==> config.mk <==
export PLATFORM = sky130hd
export DESIGN_NAME = loom_axil_host_master
export DESIGN_NICKNAME = d
export VERILOG_FILES = /design/src/rtl/loom_axil_host_master.sv
export SDC_FILE = /design/constraint.sdc
export NUM_CORES = 1
export LEC_CHECK = 0
export ABC_AREA = 1
export CAP_MARGIN = 20
export CORE_MARGIN = 2
export CORE_UTILIZATION = 43
export DETAILED_ROUTE_END_ITERATION = 8
export PLACE_DENSITY_LB_ADDON = 0.2
export SYNTH_ARGS = -nofsm -noshare
export SYNTH_HDL_FRONTEND = slang
export SYNTH_SLANG_ARGS = --single-unit
==> constraint.sdc <==
create_clock -name clk_i -period 3.95 [get_ports clk_i]
set_input_delay 0.395 -clock clk_i [delete_from_list [all_inputs] [get_ports clk_i]]
set_output_delay 0.395 -clock clk_i [all_outputs]
set_load 0.03 [all_outputs]
==> src/rtl/loom_axil_host_master.sv <==
// Single-outstanding AXI-Lite initiator: turns a valid/ready request/response port into
// AW/W/B or AR/R transactions, with a response watchdog and draining of late responses.
module loom_axil_host_master #(
  parameter int ADDR_W         = 8,
  parameter int TIMEOUT_CYCLES = 1024
) (
  input  logic              clk_i,
  input  logic              rst_i,
  input  logic              req_valid_i,
  output logic              req_ready_o,
  input  logic              req_write_i,
  input  logic [ADDR_W-1:0] req_addr_i,
  input  logic [31:0]       req_wdata_i,
  input  logic [3:0]        req_wstrb_i,
  output logic              rsp_valid_o,
  input  logic              rsp_ready_i,
  output logic [31:0]       rsp_rdata_o,
  output logic [1:0]        rsp_resp_o,
  output logic              rsp_timeout_o,
  output logic              busy_o,
  output logic [2:0]        dbg_state_o,
  output logic [ADDR_W-1:0] m_axil_awaddr,
  output logic              m_axil_awvalid,
  input  logic              m_axil_awready,
  output logic [31:0]       m_axil_wdata,
  output logic [3:0]        m_axil_wstrb,
  output logic              m_axil_wvalid,
  input  logic              m_axil_wready,
  input  logic [1:0]        m_axil_bresp,
  input  logic              m_axil_bvalid,
  output logic              m_axil_bready,
  output logic [ADDR_W-1:0] m_axil_araddr,
  output logic              m_axil_arvalid,
  input  logic              m_axil_arready,
  input  logic [31:0]       m_axil_rdata,
  input  logic [1:0]        m_axil_rresp,
  input  logic              m_axil_rvalid,
  output logic              m_axil_rready
);

  // Every channel transfers on the clock edge where valid && ready are both 1; a valid,
  // once raised, stays up with stable payload until that edge.
  typedef enum logic [2:0] {
    StIdle, StWrite, StWrResp, StRead, StRdResp, StRsp, StDrain
  } state_e;

  localparam int CNT_W = (TIMEOUT_CYCLES > 1) ? $clog2(TIMEOUT_CYCLES) : 1;
  localparam logic [CNT_W-1:0] CNT_LAST = CNT_W'((TIMEOUT_CYCLES > 0) ? TIMEOUT_CYCLES - 1 : 0);
  localparam bit WD_EN = (TIMEOUT_CYCLES != 0);

  state_e            state_q, state_d;
  logic [ADDR_W-1:0] addr_q, addr_d;
  logic [31:0]       wdata_q, wdata_d;
  logic [3:0]        wstrb_q, wstrb_d;
  logic              write_q, write_d;
  logic              awvalid_q, awvalid_d, wvalid_q, wvalid_d, arvalid_q, arvalid_d;
  logic              bready_q, bready_d, rready_q, rready_d;
  logic [31:0]       rdata_q, rdata_d;
  logic [1:0]        resp_q, resp_d;
  logic              timeout_q, timeout_d;
  logic [CNT_W-1:0]  cnt_q, cnt_d;
  logic              aw_done, w_done;

  always_comb begin
    state_d   = state_q;
    addr_d    = addr_q;
    wdata_d   = wdata_q;
    wstrb_d   = wstrb_q;
    write_d   = write_q;
    awvalid_d = awvalid_q;
    wvalid_d  = wvalid_q;
    arvalid_d = arvalid_q;
    bready_d  = bready_q;
    rready_d  = rready_q;
    rdata_d   = rdata_q;
    resp_d    = resp_q;
    timeout_d = timeout_q;
    cnt_d     = cnt_q;
    aw_done   = !awvalid_q || m_axil_awready;
    w_done    = !wvalid_q || m_axil_wready;
    case (state_q)
      StIdle: begin
        if (req_valid_i) begin
          addr_d  = req_addr_i;
          wdata_d = req_wdata_i;
          wstrb_d = req_wstrb_i;
          write_d = req_write_i;
          if (req_write_i) begin
            awvalid_d = 1'b1;
            wvalid_d  = 1'b1;
            state_d   = StWrite;
          end else begin
            arvalid_d = 1'b1;
            state_d   = StRead;
          end
        end
      end
      StWrite: begin
        if (awvalid_q && m_axil_awready) awvalid_d = 1'b0;
        if (wvalid_q && m_axil_wready)   wvalid_d  = 1'b0;
        if (aw_done && w_done) begin
          bready_d = 1'b1;
          cnt_d    = '0;
          state_d  = StWrResp;
        end
      end
      StRead: begin
        if (m_axil_arready) begin
          arvalid_d = 1'b0;
          rready_d  = 1'b1;
          cnt_d     = '0;
          state_d   = StRdResp;
        end
      end
      StWrResp, StRdResp: begin
        // A response on the expiry cycle takes priority over the watchdog.
        if (state_q == StWrResp && m_axil_bvalid) begin
          resp_d    = m_axil_bresp;
          rdata_d   = '0;
          timeout_d = 1'b0;
          bready_d  = 1'b0;
          state_d   = StRsp;
        end else if (state_q == StRdResp && m_axil_rvalid) begin
          resp_d    = m_axil_rresp;
          rdata_d   = m_axil_rdata;
          timeout_d = 1'b0;
          rready_d  = 1'b0;
          state_d   = StRsp;
        end else if (WD_EN && cnt_q == CNT_LAST) begin
          resp_d    = 2'b10;
          rdata_d   = '0;
          timeout_d = 1'b1;
          bready_d  = 1'b0;
          rready_d  = 1'b0;
          state_d   = StRsp;
        end else if (WD_EN) begin
          cnt_d = cnt_q + 1'b1;
        end
      end
      StRsp: begin
        if (rsp_ready_i) begin
          if (timeout_q) begin
            // The slave still owes a response; accept and discard it before going idle.
            bready_d = write_q;
            rready_d = !write_q;
            state_d  = StDrain;
          end else begin
            state_d = StIdle;
          end
        end
      end
      StDrain: begin
        if ((write_q && m_axil_bvalid) || (!write_q && m_axil_rvalid)) begin
          bready_d = 1'b0;
          rready_d = 1'b0;
          state_d  = StIdle;
        end
      end
      default: state_d = StIdle;
    endcase
  end

  always_ff @(posedge clk_i or posedge rst_i) begin
    if (rst_i) begin
      state_q   <= StIdle;
      addr_q    <= '0;
      wdata_q   <= '0;
      wstrb_q   <= '0;
      write_q   <= 1'b0;
      awvalid_q <= 1'b0;
      wvalid_q  <= 1'b0;
      arvalid_q <= 1'b0;
      bready_q  <= 1'b0;
      rready_q  <= 1'b0;
      rdata_q   <= '0;
      resp_q    <= '0;
      timeout_q <= 1'b0;
      cnt_q     <= '0;
    end else begin
      state_q   <= state_d;
      addr_q    <= addr_d;
      wdata_q   <= wdata_d;
      wstrb_q   <= wstrb_d;
      write_q   <= write_d;
      awvalid_q <= awvalid_d;
      wvalid_q  <= wvalid_d;
      arvalid_q <= arvalid_d;
      bready_q  <= bready_d;
      rready_q  <= rready_d;
      rdata_q   <= rdata_d;
      resp_q    <= resp_d;
      timeout_q <= timeout_d;
      cnt_q     <= cnt_d;
    end
  end

  assign req_ready_o    = (state_q == StIdle);
  assign rsp_valid_o    = (state_q == StRsp);
  assign rsp_rdata_o    = rdata_q;
  assign rsp_resp_o     = resp_q;
  assign rsp_timeout_o  = timeout_q;
  assign busy_o         = (state_q != StIdle);
  assign dbg_state_o    = state_q;
  assign m_axil_awaddr  = addr_q;
  assign m_axil_awvalid = awvalid_q;
  assign m_axil_wdata   = wdata_q;
  assign m_axil_wstrb   = wstrb_q;
  assign m_axil_wvalid  = wvalid_q;
  assign m_axil_bready  = bready_q;
  assign m_axil_araddr  = addr_q;
  assign m_axil_arvalid = arvalid_q;
  assign m_axil_rready  = rready_q;

endmodule
Yosys cells after proc, flatten, opt, wreduce, memory -nomap -nowiden
Index checks and enable logic that the tools add are counted.
{ "word_totals": {"regBits": 98, "inputBits": 90, "output_inout_bits": 98} }
{ "op_classes": {"n_addsub": 1, "eq_ne": 24, "n_mux": 50, "n_reduce_logical": 31} }
{ "op_table": {"columns": ["cell", "n"], "rows": [
  ["32-bit two-way mux", 3],
  ["10-bit two-way mux", 5],
  ["10-bit one-hot mux with 3 select lines", 1],
  ["3-bit two-way mux", 9],
  ["1-bit two-way mux", 22],
  ["2-bit inequality test, second input constant", 10],
  ["3-bit one-hot mux with 6 select lines", 1],
  ["7-bit AND reduction", 2],
  ["4-bit AND reduction", 3],
  ["6-bit AND reduction", 2],
  ["10-bit by 1-bit adder with 10-bit output, second input constant", 1],
  ["10-bit equality test, second input constant", 1],
  ["3-bit equality test, second input constant", 3],
  ["3-bit inequality test, second input constant", 3],
  ["3-bit nonzero test", 3],
  ["2-bit two-way mux", 4],
  ["1-bit one-hot mux with 4 select lines", 2],
  ["4-bit nonzero test", 2],
  ["1-bit logical AND", 7],
  ["3-bit by 2-bit equality test with 1-bit output, second input constant", 2],
  ["2-bit by 1-bit inequality test with 1-bit output, second input constant", 3],
  ["1-bit one-hot mux with 2 select lines", 3],
  ["4-bit inequality test, second input constant", 1],
  ["2-bit AND reduction", 2],
  ["6 further kinds", 11]
]} }

Depth between registers and ports, before layout
{ "depth": {"ltp_word": 5, "mapped_depth": 11, "mapped_depth_nobuf": 9} }

Least setup slack after synthesis
OpenSTA, ideal clock, no wires.
{ "synth_timing": {"kind": "register -> register", "startpoint": "register state_q[1], in the netlist dbg_state_o[1]", "endpoint": "register addr_q[0], in the netlist m_axil_araddr[0]", "setup_time_ns": 0.118, "arrival_ns": 1.707, "slack_ns": 2.125, "path_stages_with_launch": 9, "path_buffers": 2, "synth_period_minus_slack_ns": 1.825, "cell_sequence": "dfrtp_1 buf_4 nor2_4 nand2_1 nor2_1 inv_2 clkbuf_1 nand2_1 nand2_1"} }
{ "synth_between": {"elab_chain_cells": 2} }
{ "synth_rtl": {"columns": ["item", "line_no", "rtl"], "rows": [
  ["from (decl)", "51", "state_e state_q, state_d;"],
  ["from (signal assigned)", "165", "state_q <= StIdle;"],
  ["from (signal assigned)", "180", "state_q <= state_d;"],
  ["3-bit logical NOT", "81", "case (state_q)"],
  ["2-bit AND reduction (no line)", null, null],
  ["to (signal assigned)", "181", "addr_q <= addr_d;"],
  ["to (decl)", "52", "logic [ADDR_W-1:0] addr_q, addr_d;"]
]} }
No other way between the ends.
A chain may end at the register's enable or synchronous reset.

Worst setup path after layout
{ "layout_timing": {"startpoint": "register state_q[1], in the netlist dbg_state_o[1]", "endpoint": "register rdata_q[29], in the netlist rsp_rdata_o[29]"} }
{ "layout_between": {"elab_chain_cells": 4} }
{ "layout_rtl": {"columns": ["item", "line_no", "rtl"], "rows": [
  ["3-bit by 2-bit equality test with 1-bit output or 3-bit equality test (tied branches)", "81, 117, 123", null],
  ["1-bit logical AND, on equally long branches", "117, 123", null],
  ["3-bit nonzero test (no line) or 32-bit two-way mux (tied branches)", null, null],
  ["2-bit AND reduction (no line) or 32-bit two-way mux (tied branches)", null, null],
  ["to (signal assigned)", "190", "rdata_q <= rdata_d;"],
  ["to (decl)", "58", "logic [31:0] rdata_q, rdata_d;"]
]} }
Parallel ways exist; a longest one is shown, timed or not.

==> flow_summary.json <==
{
  "area_growth_pct": 47.3,
  "port_buffers": 187,
  "critPathBufInv": 0,
  "multi_input_area_mm2": 0.00155,
  "hold_path_class": "primary input to async pin",
  "critPathRequiredTime_ps": 4190,
  "cts_resized": 0,
  "layout-drive-gt1-share": 0.0520,
  "nets": 798,
  "grt_first_pass_wirelength_um": 19800,
  "hold_violations": 0,
  "rsz0062_at_grt": "no",
  "gp_congestion": 0.819,
  "instances_no_fill": 845,
  "die_w_um": 105,
  "core_area_mm2": 0.00982,
  "initial_core_util": 0.446,
  "seq_area_mm2": 0.00245,
  "cp_cell_sequence": "nor2_4, nand3_2, nand2_2, nor2_4, nand2_1, o21ai_0",
  "grt_start_max_net_pins": 48,
  "end_kind": "flip-flop",
  "die_area_mm2": 0.0110,
  "die_h_um": 105,
  "htreeDepth": 3,
  "slew_violations": 0,
  "setup-tns-final_ps": 0,
  "hold_slack_ps": 443,
  "cts_buffers": 9,
  "crit_path_frequent_cell": "nor2_4",
  "cts_tree": "done",
  "vias_per_cell": 4.74,
  "cts_buffer_depth": 2,
  "drt_wl_total_um": 11800,
  "timing_worst_setup_path_type": "flip-flop to flip-flop",
  "finalCritPeriodShare": 0.658,
  "grt_remaining_overflow": 0,
  "mappedNetlistArea_mm2": 0.00438,
  "drc_errors": 0,
  "fin_crit_ps": 2600,
  "setup_viol": 0,
  "outcome": "complete, no violations",
  "critPathLaunchType": "flip-flop",
  "tightest_slew_ps": 890,
  "maxCapViolations": 0,
  "grt_pass1_vias": 4059,
  "clock-sinks": 98,
  "fin_skew_ps": 6.37,
  "root_buffer": "clkbuf_8",
  "dp_hpwl_um": 8800,
  "antennaDiodeCount": 0,
  "syn_area_per_cell_um2": 8.23,
  "cts_setup_buffers": 0,
  "first_iter_violations": 214,
  "final_core_util": 0.657,
  "ys_seq_area_frac": 0.560,
  "power_density_mw_per_mm2": 827,
  "dr.pass1.iters": 5,
  "p_total_mw": 5.34,
  "insertion_delay_ps": 360,
  "hold_buffers": 0,
  "vias": 4009,
  "syn-num-nets": 623,
  "cpLargestDelayFamily": "simple AND/OR/NAND/NOR gates",
  "ios": 188,
  "synthesis.instances": 532,
  "cp_max_fo": 39,
  "row_count": 36,
  "p_leak_nw": 3.24,
  "maxSlewHeadroom": 0.405,
  "path_clk_slew_ps": 90,
  "ys_types": 28,
  "slowest_stage": "nor2_4",
  "ys_warn_count": 0,
  "ys_ff_latch": 98,
  "fillerInstances": 872,
  "final_antenna_net_count": 0,
  "slowest_delay_ps": 730,
  "max-vdd-ir-drop_v": 0.000402,
  "dp_cells": 829,
  "arrival_ps": 2830,
  "wl_per_cell_um": 14.0,
  "fmax_mhz": 385,
  "grt_use_total": 0.223,
  "antenna_found_initial": 0
}
## where the power goes
part           switching [mW]  internal (mW)
registers               0.281           1.43
clock network           0.332          0.280
logic                    1.86           1.15
total                    2.48           2.86
## cell usage after synthesis
library cell | number | area share
nor2_2 | 2 | 0.0029
nand3_2 | 3 | 0.0069
o22a_1 | 1 | 0.0020
inv_4 | 1 | 0.0014
nand2_2 | 2 | 0.0029
nand2_1 | 246 | 0.21
nand4_1 | 5 | 0.0071
o21ai_2 | 1 | 0.0020
nand3b_1 | 3 | 0.0051
o22ai_1 | 1 | 0.0014
ha_1 | 1 | 0.0029
buf_6 | 5 | 0.013
inv_1 | 51 | 0.044
nand4_2 | 1 | 0.0029
clkbuf_1 | 7 | 0.0060
o21ai_0 | 32 | 0.037
inv_2 | 3 | 0.0026
nor2_1 | 17 | 0.015
dfrtp_1 | 98 | 0.56
nor2_4 | 3 | 0.0077
xnor2_1 | 2 | 0.0040
buf_2 | 3 | 0.0034
o21ai_1 | 6 | 0.0069
buf_4 | 11 | 0.019
nand3_1 | 23 | 0.026
xor2_1 | 1 | 0.0020
nand2_4 | 2 | 0.0051
nor3_1 | 1 | 0.0011
## placed cells by master (no fill, tap or decap), types with 3 or more instances in the layout
master	Yosys	final
buf_4	11	3
clkbuf_8	0	12
clkdlybuf4s50_1	0	187
dfrtp_1	98	98
inv_1	51	50
inv_2	3	3
nand2_1	246	246
nand3_1	23	23
nand3_2	3	3
nand3b_1	3	3
nand4_1	5	5
nor2_1	17	16
nor2_4	3	4
o21ai_0	32	32
o21ai_1	6	6
## routing by layer
layer | share of wire | vias to the layer above | GRT usage
li1 | - | 1967 | -
met1 | 0.41 | 1888 | 0.274
met2 | 0.48 | 133 | 0.364
met3 | 0.081 | 21 | 0.0811
met4 | 0.024 | 0 | 0.0771
met5 | 0 | - | 0
## kinds of logic (layout without fill, tap and decap cells)
logic type / count (synthesis) / after routing / share of synthesized area
and+or+nand+nor: 308 / 308 / 0.293
xor gates and xnor gates: 3 / 3 / 0.00600
buffers and inverters: 81 / 261 / 0.0889
AOI/OAI and AO/OA: 41 / 41 / 0.0489
DFF: 98 / 98 / 0.560
adders and majority gates: 1 / 1 / 0.00286
## worst reg2reg max path, stage by stage, from the launching register on
cell and delay (ps):
dfrtp_1 600, nor2_4 90, nand3_2 480, nand2_2 170
nor2_4 730, nand2_1 220, o21ai_0 180
## flip-flops by register name, summed over array words and instances, names as in the netlist, 2 cells and up
signal and count:
cnt_q 10, rsp_resp_o 2, m_axil_wstrb 4, m_axil_araddr 8, rsp_rdata_o 32, m_axil_wdata 32
dbg_state_o 3
## worst paths after layout
path / end / startpoint / slack (ps) / depth (start not counted)
min: m_axil_wdata[11] / rst_i / 440 / 2
max in group asynchronous: m_axil_wdata[22] / rst_i / 2700 / 3
max: rsp_rdata_o[29] / dbg_state_o[1] / 1350 / 6
min in group clk_i: m_axil_wstrb[2] / m_axil_wstrb[2] / 480 / 2
min reg2reg: m_axil_wstrb[2] / m_axil_wstrb[2] / 480 / 2
max reg2reg: rsp_rdata_o[29] / dbg_state_o[1] / 1350 / 6
## metrics by stage
step | cell area, um2 | setup slack [ps]
2_1_floorplan | 4380 | 993
3_3_place_gp | 6270 | 1280
3_5_place_dp | 6270 | 1200
4_1_cts | 6450 | 1390
5_1_grt | 6450 | 1100
6_report | 6450 | 1350
## final cells by class
cell class	instances	share of cell area
clock buffer	14	0.0268
sequential	98	0.380
clock inverter	2	0.00155
multi-input combinational	353	0.239
tap	133	0.0258
timing repair buffer	190	0.294
inverter	55	0.0328
(Power assumes the default switching activity.)
==> RTL change: new RTL, same settings <==
The parameter `ADDR_W` goes from 8 to 10.
--- a/src/rtl/loom_axil_host_master.sv
+++ b/src/rtl/loom_axil_host_master.sv
@@ -1,7 +1,7 @@
 // Single-outstanding AXI-Lite initiator: turns a valid/ready request/response port into
 // AW/W/B or AR/R transactions, with a response watchdog and draining of late responses.
 module loom_axil_host_master #(
-  parameter int ADDR_W         = 8,
+  parameter int ADDR_W         = 10,
   parameter int TIMEOUT_CYCLES = 1024
 ) (
   input  logic              clk_i,
Interface: changed (resized m_axil_araddr, m_axil_awaddr and req_addr_i); port bits go from 188 to 194. The function was not compared with the original's and may differ.
==> RTL change against the unedited design <==
- maximum frequency rose by 5.0%
- sequential share of layout area fell by 0.53 points
- sequential cell count rose by 2
- design area rose by 3.5%
- global-route usage fell by 1.4 points
- worst setup slack improved by 120 ps
- routed wire length fell by 0.52%
- combinational power rose by 2%
- synthesized cell count rose by 3.4%
- power rose by 1.9%
- area after synthesis rose by 3.8%
- critical endpoint is now rsp_valid_o
==> RTL change: results (changes against the unedited design) <==
wl_met2_mm: 5.346  # -6.8%
vias: 4079  # +1.7%
grt.met2_usage_pct: 33.21  # -3.2 points
cts_setup_buffers: 0  # unchanged
max-vdd-ir-drop_v: 0.0004287  # +6.6%
clkTransAtPathRegs_ps: 110  # +20 ps
status: "completed"
worst-path-max-fanout: 12  # -69%
yosysSeqAreaShare_pct: 55.04  # -0.96 points
gp_congestion: 0.8868  # +8.3%
grt_util_met3_pct: 6.565  # -1.5 points
synth.area.top_cells: "dfrtp_1 55%, nand2_1 26%, buf_4 2.3%"
nets: 822  # +3.0%
slew_headroom_pct: 35.31  # -5.2 points
cp.arrival_ps: 2080  # -750 ps
placed_cells: 853  # +2.9%
wire_per_inst_microns: 13.54  # -3.4%
hpwl_mm: 8.564  # -2.7%
wl_met3_mm: 1.053  # +9.9%
synth_top_cells_by_count: "309 x nand2_1, 100 x dfrtp_1, 20 x nand3_1"
routed_wl_mm: 11.78  # -0.52%
power.switching_mw: 2.549  # +2.9%
critPathTopFamily: "buffers and inverters"
crit_path_max_incr_delay_ps: 700  # -30 ps
numPortBuffers: 193  # +3.2%
drive_gt1_share_pct: 7.629  # +2.4 points
syn_nets: 643  # +3.2%
grt_use_total_pct: 20.95  # -1.4 points
syn-instance-count: 550  # +3.4%
firstDrtPassIters: 4  # -1
clock_skew_ps: 21.41  # +15.04 ps
gr-usage-met1_pct: 27.66  # +0.28 points
fin_crit_ps: 2475  # -122.8 ps
yosysUniqueCellTypes: 27  # -3.6%
grt_max_degree: 81  # +69%
RTL change: cell count changes after synthesis, moves of 5 or more:
cell	delta
clkbuf_1	-5
buf_2	+5
inv_1	-32
o21ai_0	-24
o21ai_1	-6
nand2_1	+63
nand2_2	+10
RTL change: area by class of cell:
class	instances	area, sq um	area share (%)
Sequential cell	100	2502	37.48
Timing Repair Buffer	197	1982	29.69
Clock inverter	6	46.29	0.6934
Multi-Input combinational cell	394	1734	25.97
Inverter	27	103.9	1.555
Clock buffer	10	137.6	2.061
Tap cell	136	170.2	2.549
RTL change: cells by family after synthesis:
family	synth area share [%]
flops	55.04
compound gates	1.569
fa+ha+maj	0.2751
buf+inv	6.824
xor+xnor	0.7706
simple gates	35.53
RTL change: metrics by stage:
step                      setup slack (ps)  hold WS [ps]
after CTS                             1454         483.9
final                                 1475         343.6
after floorplan                      936.2         441.9
after global placement                1804         453.4
after global routing                  1319         365.7
after detailed placement              1733         457.6
RTL change: path summary, 6_finish.rpt:
check | start | to | slack, ps | depth (start not counted)
worst max-delay path | dbg_state_o[2] | rsp_valid_o | 1470 | 3
worst min-delay path | rst_i | rsp_rdata_o[16] | 340 | 2
worst max register to register | dbg_state_o[0] | cnt_q[2] | 1760 | 8
worst min register to register | rsp_rdata_o[31] | rsp_rdata_o[31] | 480 | 2
max in group asynchronous | rst_i | m_axil_wdata[11] | 2780 | 4
min in group clk_i | rsp_rdata_o[31] | rsp_rdata_o[31] | 480 | 2
RTL change: power by group through the flow:
stage	Combinational (mW)	Clock [mW]	Sequential [mW]
CTS	3.12	0.638	1.73
finish	3.09	0.617	1.73
detailed placement	3.11	0	1.74
global placement	3.07	0	1.73
floorplan	1.23	0	2.47
global route	3.35	0.675	1.79
